`config.mk`:
```
export PLATFORM = sky130hd
export DESIGN_NAME = capture_sequencer_flat
export DESIGN_NICKNAME = d
export VERILOG_FILES = /design/src/rtl/osc_pkg.sv /design/src/rtl/capture_sequencer_if.sv /design/src/rtl/trigger_detect.sv /design/src/rtl/capture_sequencer.sv /design/src/flat_wrapper.sv
export SDC_FILE = /design/constraint.sdc
export NUM_CORES = 1
export LEC_CHECK = 0
export CORE_UTILIZATION = 35
export DETAILED_ROUTE_END_ITERATION = 10
export MAX_ROUTING_LAYER = met4
export PLACE_DENSITY = 0.53
export SLEW_MARGIN = 5
export SYNTH_ARGS = -nofsm -noshare
export SYNTH_HDL_FRONTEND = slang
export SYNTH_HIERARCHICAL = 1
export SYNTH_SLANG_ARGS = --single-unit
```
`constraint.sdc`:
```
create_clock -name clk -period 7.2 [get_ports clk]
set_input_delay 1.44 -clock clk [delete_from_list [all_inputs] [get_ports clk]]
set_output_delay 1.44 -clock clk [all_outputs]
set_load 0.005 [all_outputs]
```
`src/rtl/osc_pkg.sv`:
```
// Shared oscilloscope definitions: DIP-switch mode codes, capture state codes
// and the default sample width used across the acquisition path.
package osc_pkg;

  localparam int unsigned DATA_W_DFLT = 8;

  localparam logic [1:0] MODE_STOP   = 2'b00;
  localparam logic [1:0] MODE_AUTO   = 2'b01;
  localparam logic [1:0] MODE_NORMAL = 2'b10;
  localparam logic [1:0] MODE_SINGLE = 2'b11;

  localparam logic [2:0] S_IDLE      = 3'd0;
  localparam logic [2:0] S_PRE_FILL  = 3'd1;
  localparam logic [2:0] S_WAIT_TRIG = 3'd2;
  localparam logic [2:0] S_POST_FILL = 3'd3;
  localparam logic [2:0] S_HOLD      = 3'd4;

endpackage

```
`src/rtl/capture_sequencer_if.sv`:
```
// Capture RAM write port: the sequencer drives it (master), the RAM consumes it (slave).
interface capture_sequencer_if #(
  parameter int unsigned DATA_W = 8,
  parameter int unsigned ADDR_W = 10
);

  logic              wr_en;
  logic [ADDR_W-1:0] wr_addr;
  logic [DATA_W-1:0] wr_data;

  modport master (output wr_en, wr_addr, wr_data);
  modport slave  (input  wr_en, wr_addr, wr_data);

endinterface

```
`src/rtl/trigger_detect.sv`:
```
// Edge trigger compare against the previous valid sample; trig_hit is asserted in
// the cycle the qualifying sample is presented, so it commits on the same edge as its write.
module trigger_detect #(
  parameter int unsigned DATA_W = 8
) (
  input  logic              clk,
  input  logic              rst_n,
  input  logic              sample_valid,
  input  logic [DATA_W-1:0] sample_data,
  input  logic [DATA_W-1:0] trig_level,
  input  logic              trig_rising,
  output logic              trig_hit
);

  logic [DATA_W-1:0] prev;

  always_comb begin
    trig_hit = 1'b0;
    if (sample_valid) begin
      if (trig_rising) begin
        trig_hit = (prev < trig_level) && (sample_data >= trig_level);
      end else begin
        trig_hit = (prev > trig_level) && (sample_data <= trig_level);
      end
    end
  end

  // prev tracks every valid sample, so the first compare after arming sees real history
  always_ff @(posedge clk or negedge rst_n) begin
    if (!rst_n) begin
      prev <= '0;
    end else if (sample_valid) begin
      prev <= sample_data;
    end
  end

endmodule

```
`src/rtl/capture_sequencer.sv`:
```
// Scope acquisition controller: pre-trigger fill, trigger search, post-trigger fill
// and frame hold over a circular capture RAM, driven by the DIP-switch mode.
module capture_sequencer
  import osc_pkg::*;
#(
  parameter int unsigned DATA_W       = DATA_W_DFLT,
  parameter int unsigned ADDR_W       = 10,
  parameter int unsigned PRE_TRIG     = 256,
  parameter int unsigned AUTO_TIMEOUT = 1000000
) (
  input  logic                clk,
  input  logic                rst_n,
  input  logic [1:0]          mode,
  input  logic                sample_valid,
  input  logic [DATA_W-1:0]   sample_data,
  input  logic [DATA_W-1:0]   trig_level,
  input  logic                trig_rising,
  input  logic                disp_done,
  capture_sequencer_if.master ram,
  output logic                frame_ready,
  output logic [ADDR_W-1:0]   frame_start_addr,
  output logic                triggered,
  output logic                auto_fired,
  output logic [2:0]          state_dbg
);

  localparam int unsigned DEPTH  = 1 << ADDR_W;
  localparam int unsigned POST_N = DEPTH - PRE_TRIG - 1;
  localparam int unsigned TMO_W  = (AUTO_TIMEOUT > 1) ? $clog2(AUTO_TIMEOUT) : 1;

  localparam logic [ADDR_W-1:0] PRE_OFS   = ADDR_W'(PRE_TRIG);
  localparam logic [ADDR_W-1:0] PRE_LAST  = ADDR_W'(PRE_TRIG - 1);
  localparam logic [ADDR_W-1:0] POST_LAST = ADDR_W'((POST_N == 0) ? 0 : POST_N - 1);
  localparam logic [TMO_W-1:0]  TMO_LAST  = TMO_W'(AUTO_TIMEOUT - 1);

  logic [2:0]        state;
  logic [1:0]        mode_q;
  logic [ADDR_W-1:0] ptr;
  logic [ADDR_W-1:0] cnt;
  logic [TMO_W-1:0]  tmo;
  logic [ADDR_W-1:0] trig_addr;
  logic              wr_en_q;
  logic [ADDR_W-1:0] wr_addr_q;
  logic [DATA_W-1:0] wr_data_q;

  logic trig_hit;
  logic writing;
  logic timed_out;
  logic fire;
  logic rearm_ok;

  trigger_detect #(
    .DATA_W (DATA_W)
  ) u_trig (
    .clk          (clk),
    .rst_n        (rst_n),
    .sample_valid (sample_valid),
    .sample_data  (sample_data),
    .trig_level   (trig_level),
    .trig_rising  (trig_rising),
    .trig_hit     (trig_hit)
  );

  always_comb begin
    writing   = 1'b0;
    timed_out = 1'b0;
    fire      = 1'b0;
    rearm_ok  = 1'b0;
    if (sample_valid &&
        (state == S_PRE_FILL || state == S_WAIT_TRIG || state == S_POST_FILL)) begin
      writing = 1'b1;
    end
    if (mode_q == MODE_AUTO && tmo == TMO_LAST) begin
      timed_out = 1'b1;
    end
    if (writing && state == S_WAIT_TRIG && (trig_hit || timed_out)) begin
      fire = 1'b1;
    end
    if (mode_q == MODE_NORMAL || mode_q == MODE_AUTO) begin
      rearm_ok = 1'b1;
    end
  end

  always_ff @(posedge clk or negedge rst_n) begin
    if (!rst_n) begin
      state            <= S_IDLE;
      mode_q           <= MODE_STOP;
      ptr              <= '0;
      cnt              <= '0;
      tmo              <= '0;
      trig_addr        <= '0;
      wr_en_q          <= 1'b0;
      wr_addr_q        <= '0;
      wr_data_q        <= '0;
      frame_ready      <= 1'b0;
      frame_start_addr <= '0;
      triggered        <= 1'b0;
      auto_fired       <= 1'b0;
    end else begin
      mode_q  <= mode;
      wr_en_q <= 1'b0;
      // A mode change pre-empts every state action, including disp_done in HOLD
      if (mode != mode_q) begin
        state            <= S_IDLE;
        wr_addr_q        <= '0;
        wr_data_q        <= '0;
        frame_ready      <= 1'b0;
        frame_start_addr <= '0;
        triggered        <= 1'b0;
        auto_fired       <= 1'b0;
      end else begin
        if (writing) begin
          wr_en_q   <= 1'b1;
          wr_addr_q <= ptr;
          wr_data_q <= sample_data;
          ptr       <= ptr + 1'b1;
        end
        case (state)
          S_IDLE: begin
            ptr         <= '0;
            cnt         <= '0;
            tmo         <= '0;
            triggered   <= 1'b0;
            auto_fired  <= 1'b0;
            frame_ready <= 1'b0;
            if (mode != MODE_STOP) begin
              state <= S_PRE_FILL;
            end
          end
          S_PRE_FILL: begin
            if (writing) begin
              if (cnt == PRE_LAST) begin
                cnt   <= '0;
                tmo   <= '0;
                state <= S_WAIT_TRIG;
              end else begin
                cnt <= cnt + 1'b1;
              end
            end
          end
          S_WAIT_TRIG: begin
            if (tmo != TMO_LAST) begin
              tmo <= tmo + 1'b1;
            end
            if (fire) begin
              triggered  <= 1'b1;
              auto_fired <= !trig_hit;
              trig_addr  <= ptr;
              cnt        <= '0;
              // With PRE_TRIG = DEPTH-1 the trigger write itself completes the frame
              if (POST_N == 0) begin
                state            <= S_HOLD;
                frame_ready      <= 1'b1;
                frame_start_addr <= ptr - PRE_OFS;
              end else begin
                state <= S_POST_FILL;
              end
            end
          end
          S_POST_FILL: begin
            if (writing) begin
              if (cnt == POST_LAST) begin
                state            <= S_HOLD;
                frame_ready      <= 1'b1;
                frame_start_addr <= trig_addr - PRE_OFS;
              end else begin
                cnt <= cnt + 1'b1;
              end
            end
          end
          S_HOLD: begin
            if (disp_done && rearm_ok) begin
              frame_ready <= 1'b0;
              triggered   <= 1'b0;
              auto_fired  <= 1'b0;
              cnt         <= '0;
              state       <= S_PRE_FILL;
            end
          end
          default: begin
            state <= S_IDLE;
          end
        endcase
      end
    end
  end

  assign ram.wr_en   = wr_en_q;
  assign ram.wr_addr = wr_addr_q;
  assign ram.wr_data = wr_data_q;
  assign state_dbg   = state;

endmodule

```
`src/flat_wrapper.sv`:
```
// flat-port wrapper written by rule: the top's interface ports become plain ports
module capture_sequencer_flat import osc_pkg::*;
#(
  parameter int unsigned DATA_W       = DATA_W_DFLT,
  parameter int unsigned ADDR_W       = 10,
  parameter int unsigned PRE_TRIG     = 256,
  parameter int unsigned AUTO_TIMEOUT = 1000000
)
  (clk, rst_n, mode, sample_valid, sample_data, trig_level, trig_rising, disp_done, frame_ready, frame_start_addr, triggered, auto_fired, state_dbg, ram_wr_en, ram_wr_addr, ram_wr_data);
  capture_sequencer_if #(.DATA_W(DATA_W), .ADDR_W(ADDR_W)) ram_i ();
  input  logic clk;
  input  logic rst_n;
  input  logic [1:0] mode;
  input  logic sample_valid;
  input  logic [DATA_W-1:0] sample_data;
  input  logic [DATA_W-1:0] trig_level;
  input  logic trig_rising;
  input  logic disp_done;
  output logic frame_ready;
  output logic [ADDR_W-1:0] frame_start_addr;
  output logic triggered;
  output logic auto_fired;
  output logic [2:0] state_dbg;
  output wire logic [$bits(ram_i.wr_en)-1:0] ram_wr_en;
  output wire logic [$bits(ram_i.wr_addr)-1:0] ram_wr_addr;
  output wire logic [$bits(ram_i.wr_data)-1:0] ram_wr_data;
  assign ram_wr_en = ram_i.wr_en;
  assign ram_wr_addr = ram_i.wr_addr;
  assign ram_wr_data = ram_i.wr_data;
  capture_sequencer #(.DATA_W(DATA_W), .ADDR_W(ADDR_W), .PRE_TRIG(PRE_TRIG), .AUTO_TIMEOUT(AUTO_TIMEOUT)) u_core (.clk(clk), .rst_n(rst_n), .mode(mode), .sample_valid(sample_valid), .sample_data(sample_data), .trig_level(trig_level), .trig_rising(trig_rising), .disp_done(disp_done), .ram(ram_i), .frame_ready(frame_ready), .frame_start_addr(frame_start_addr), .triggered(triggered), .auto_fired(auto_fired), .state_dbg(state_dbg));
endmodule
```
==> metrics.txt <==
die area 0.0152 mm2; cells after synthesis 525; Port Buffers 57; first-pass GRT wire length ~21000 um; worst-case reg-to-reg path depth 9; Post-Layout Inst Area 0.00622 mm2; Placed Area 0.00589 mm2; count leader, synth dfrtp_1; Max IR drop VDD 0.156 mV; ANT nets after route 0; Synth Flop Type dfrtp_1; busiest grt layer met2; row cnt 43; Final setup viols 0; Die W 123 um; GRT Residual Overflow 0; grt met2 use between 20% and 30%; worst skew pair latency 0.35 ns; crit-path cells clkdlybuf4s50_1, inv_1, ha_1, nor2b_1, o211ai_1, a21o_1, a221o_1, o21ai_2, a31oi_1, or4_4, mux2_2; hold path start u_core/trig_addr[7]; critical path's largest stage delay 0.55 ns; static leakage 2.65 nW; number of global-route vias before repair 4225; synth warn 6; CTS tree built; crit path kind primary input to flip-flop; Slew @ Worst Pin 0.887 ns; Setup WS pre-CTS 2.95 ns; Critical R2R Launch u_core/u_trig/prev[1]; asr flop ratio synth 100%; status completed; Num CTS Buffers 9; # hold bufs at CTS 0; synth unique cells 65; Post-Route Setup TNS 0 ns; CP endpoint u_core/trig_addr[3]; Layout Nets 617; RSZ-0062 raised after global routing false; WP data required 7.43 ns; layout cells sized above 1 8.82%; clk sink count between 90 and 100; worst setup margin 3.27 ns; die height 123 um; first-pass iteration count of the detailed router 4; fin crit share between 50% and 60%; CTS root buffer clkbuf_16; number of DRC markers in iteration 0 198; via count 4215; met3 usage 4.70%; initial antenna violation count 0; critical register-to-register path endpoint u_core/trig_addr[3]; max cap viols 0; Avg Inst Size Synth 9.82 um2; PwrDens roughly 200 mW/mm2; CP max FO 12; gr usage total around a fifth; total wire length around 13000 um; Netlist Area Pre-Place 0.00516 mm2; crit path from trig_level[1]; slack of the worst reg-to-reg path ~4.5 ns; GP Congestion 0.829; clock skew 0.00702 ns; Routed wire per std cell 17.0 um; area of the core 0.0141 mm2; register area share after synthesis between 40% and 50%; Startpoint Class primary input; Slew Viols, Final 0; FF+latch count, synth 95; routed vias/inst 5.56; EDFF count, synth 0; most frequent cells after synthesis dfrtp_1 (95), nand2_1 (63), a21oi_1 (44); H-tree level count 3; postcts setup bufs 0; slew margin rel. 40.4%; final hold violation count 0; clk buf depth 2; max frequency 254 MHz; initial core utilization 36.4%; arrival time at the worst endpoint roughly 4.2 ns; Fillers approximately 1400; Area contributors post-synth dfrtp_1 (46%), ha_1 (5.1%), nand2_1 (4.6%), a21oi_1 (4.3%), o31ai_1 (3.6%); met1 usage 24.6%; clock slew at reported path FFs about 0.07 ns; # diodes 0; Critical Path End Type flip-flop; io pins 58; residual DRC count 0; Synth Net Count about 570; Tmin final 3.93 ns; Slowest-stage cell, CP or4_4; Synth area leader dfrtp_1; post-cts sizing count 0; largest net degree at the start of global routing between 60 and 70; Yosys top cell area share approximately 46%; DP Wirelength 9020 um; Hold Path Class flip-flop to flip-flop; Area Growth Syn to Fin 20.6%
[layout make-up]
class	count	area [um2]	share of cell area, %
timing repair buffer	63	613	9.86
clock buffer	12	256	4.12
clock inverter	4	76.3	1.23
tap	180	225	3.62
multi-input combinational	383	2590	41.7
sequential	95	2380	38.2
inverter	21	78.8	1.27
[placed cells by master (no fill, tap or decap), types with 5 or more instances in the layout]
cell type and instances:
a31oi_1 5, nor2_1 15, clkbuf_16 9, o21ai_0 18, or3_1 5, o31ai_1 25, mux2i_1 7, nand3_1 18
a22o_1 10, inv_1 21, nand4_1 22, or4_1 12, xor2_1 5, a21oi_1 44, dfrtp_1 95, clkdlybuf4s50_1 56
nand2_1 63, and2_1 9, nor3_1 9, ha_1 21, buf_4 7, nand2b_1 9, nor2b_1 6, mux2_2 16
[stage by stage]
step	cells	hold WS [ns]	utilization [%]	power [mW]
2_1_floorplan	525	0.457	-	0.672
3_3_place_gp	742	0.472	41.6	0.734
3_5_place_dp	742	0.478	41.6	0.738
4_1_cts	758	0.495	44.0	1.28
5_1_grt	758	0.515	44.0	1.32
6_report	758	0.487	44.0	1.26
[where the power goes]
group          switching [mW]  leakage (nW)  internal [mW]
Sequential             0.0168          1.30          0.547
Combinational           0.102          1.20         0.0611
Clock                   0.209         0.159          0.325
[registers in the layout, summed over array words and instances (netlist names)]
name                     flops
u_core/auto_fired            1
u_core/cnt                  10
u_core/frame_ready           1
u_core/frame_start_addr     10
u_core/mode_q                2
u_core/ptr                  10
u_core/ram.wr_addr          10
u_core/ram.wr_data           8
u_core/ram.wr_en             1
u_core/state_dbg             3
u_core/tmo                  20
u_core/trig_addr            10
u_core/triggered             1
u_core/u_trig/prev           8
[worst min-delay path by stage]
stage	slack [ns]	endpoint	cells after the start
after global placement	0.47	u_core/frame_start_addr[3]	1
final	0.49	u_core/frame_start_addr[7]	1
after global routing	0.51	u_core/frame_start_addr[3]	1
after floorplan	0.46	u_core/cnt[9]	1
after detailed placement	0.48	u_core/frame_start_addr[1]	1
after CTS	0.49	u_core/frame_start_addr[7]	1
[kinds of logic after synthesis]
group | count (synthesis) | share of synthesized area (%)
XOR/XNOR | 8 | 1.36
flip-flops | 95 | 46.1
buffers and inverters | 47 | 3.74
AO/OA/AOI/OAI | 129 | 17.1
multiplexers | 23 | 4.85
AND/OR/NAND/NOR | 202 | 21.8
adder cells (fa/ha/maj) | 21 | 5.09
[worst max-delay path: cells and delay by family]
kind                     cells  cell delay [ns]
adder cells (fa/ha/maj)      1             0.29
multiplexers                 1             0.31
AO/OA/AOI/OAI                5             0.90
AND/OR/NAND/NOR              2             0.69
buffers and inverters        2             0.52
[per-layer routing]
layer  part of all wire [%]  vias to the layer above  routed length (um)
li1                       -                     2037                   -
met1                     48                     2063                6240
met2                     45                      101                5870
met3                    5.1                       14                 662
met4                    1.0                        0                 132
met5                      0                        -                   0
Power figures use the tool's default switching activity.
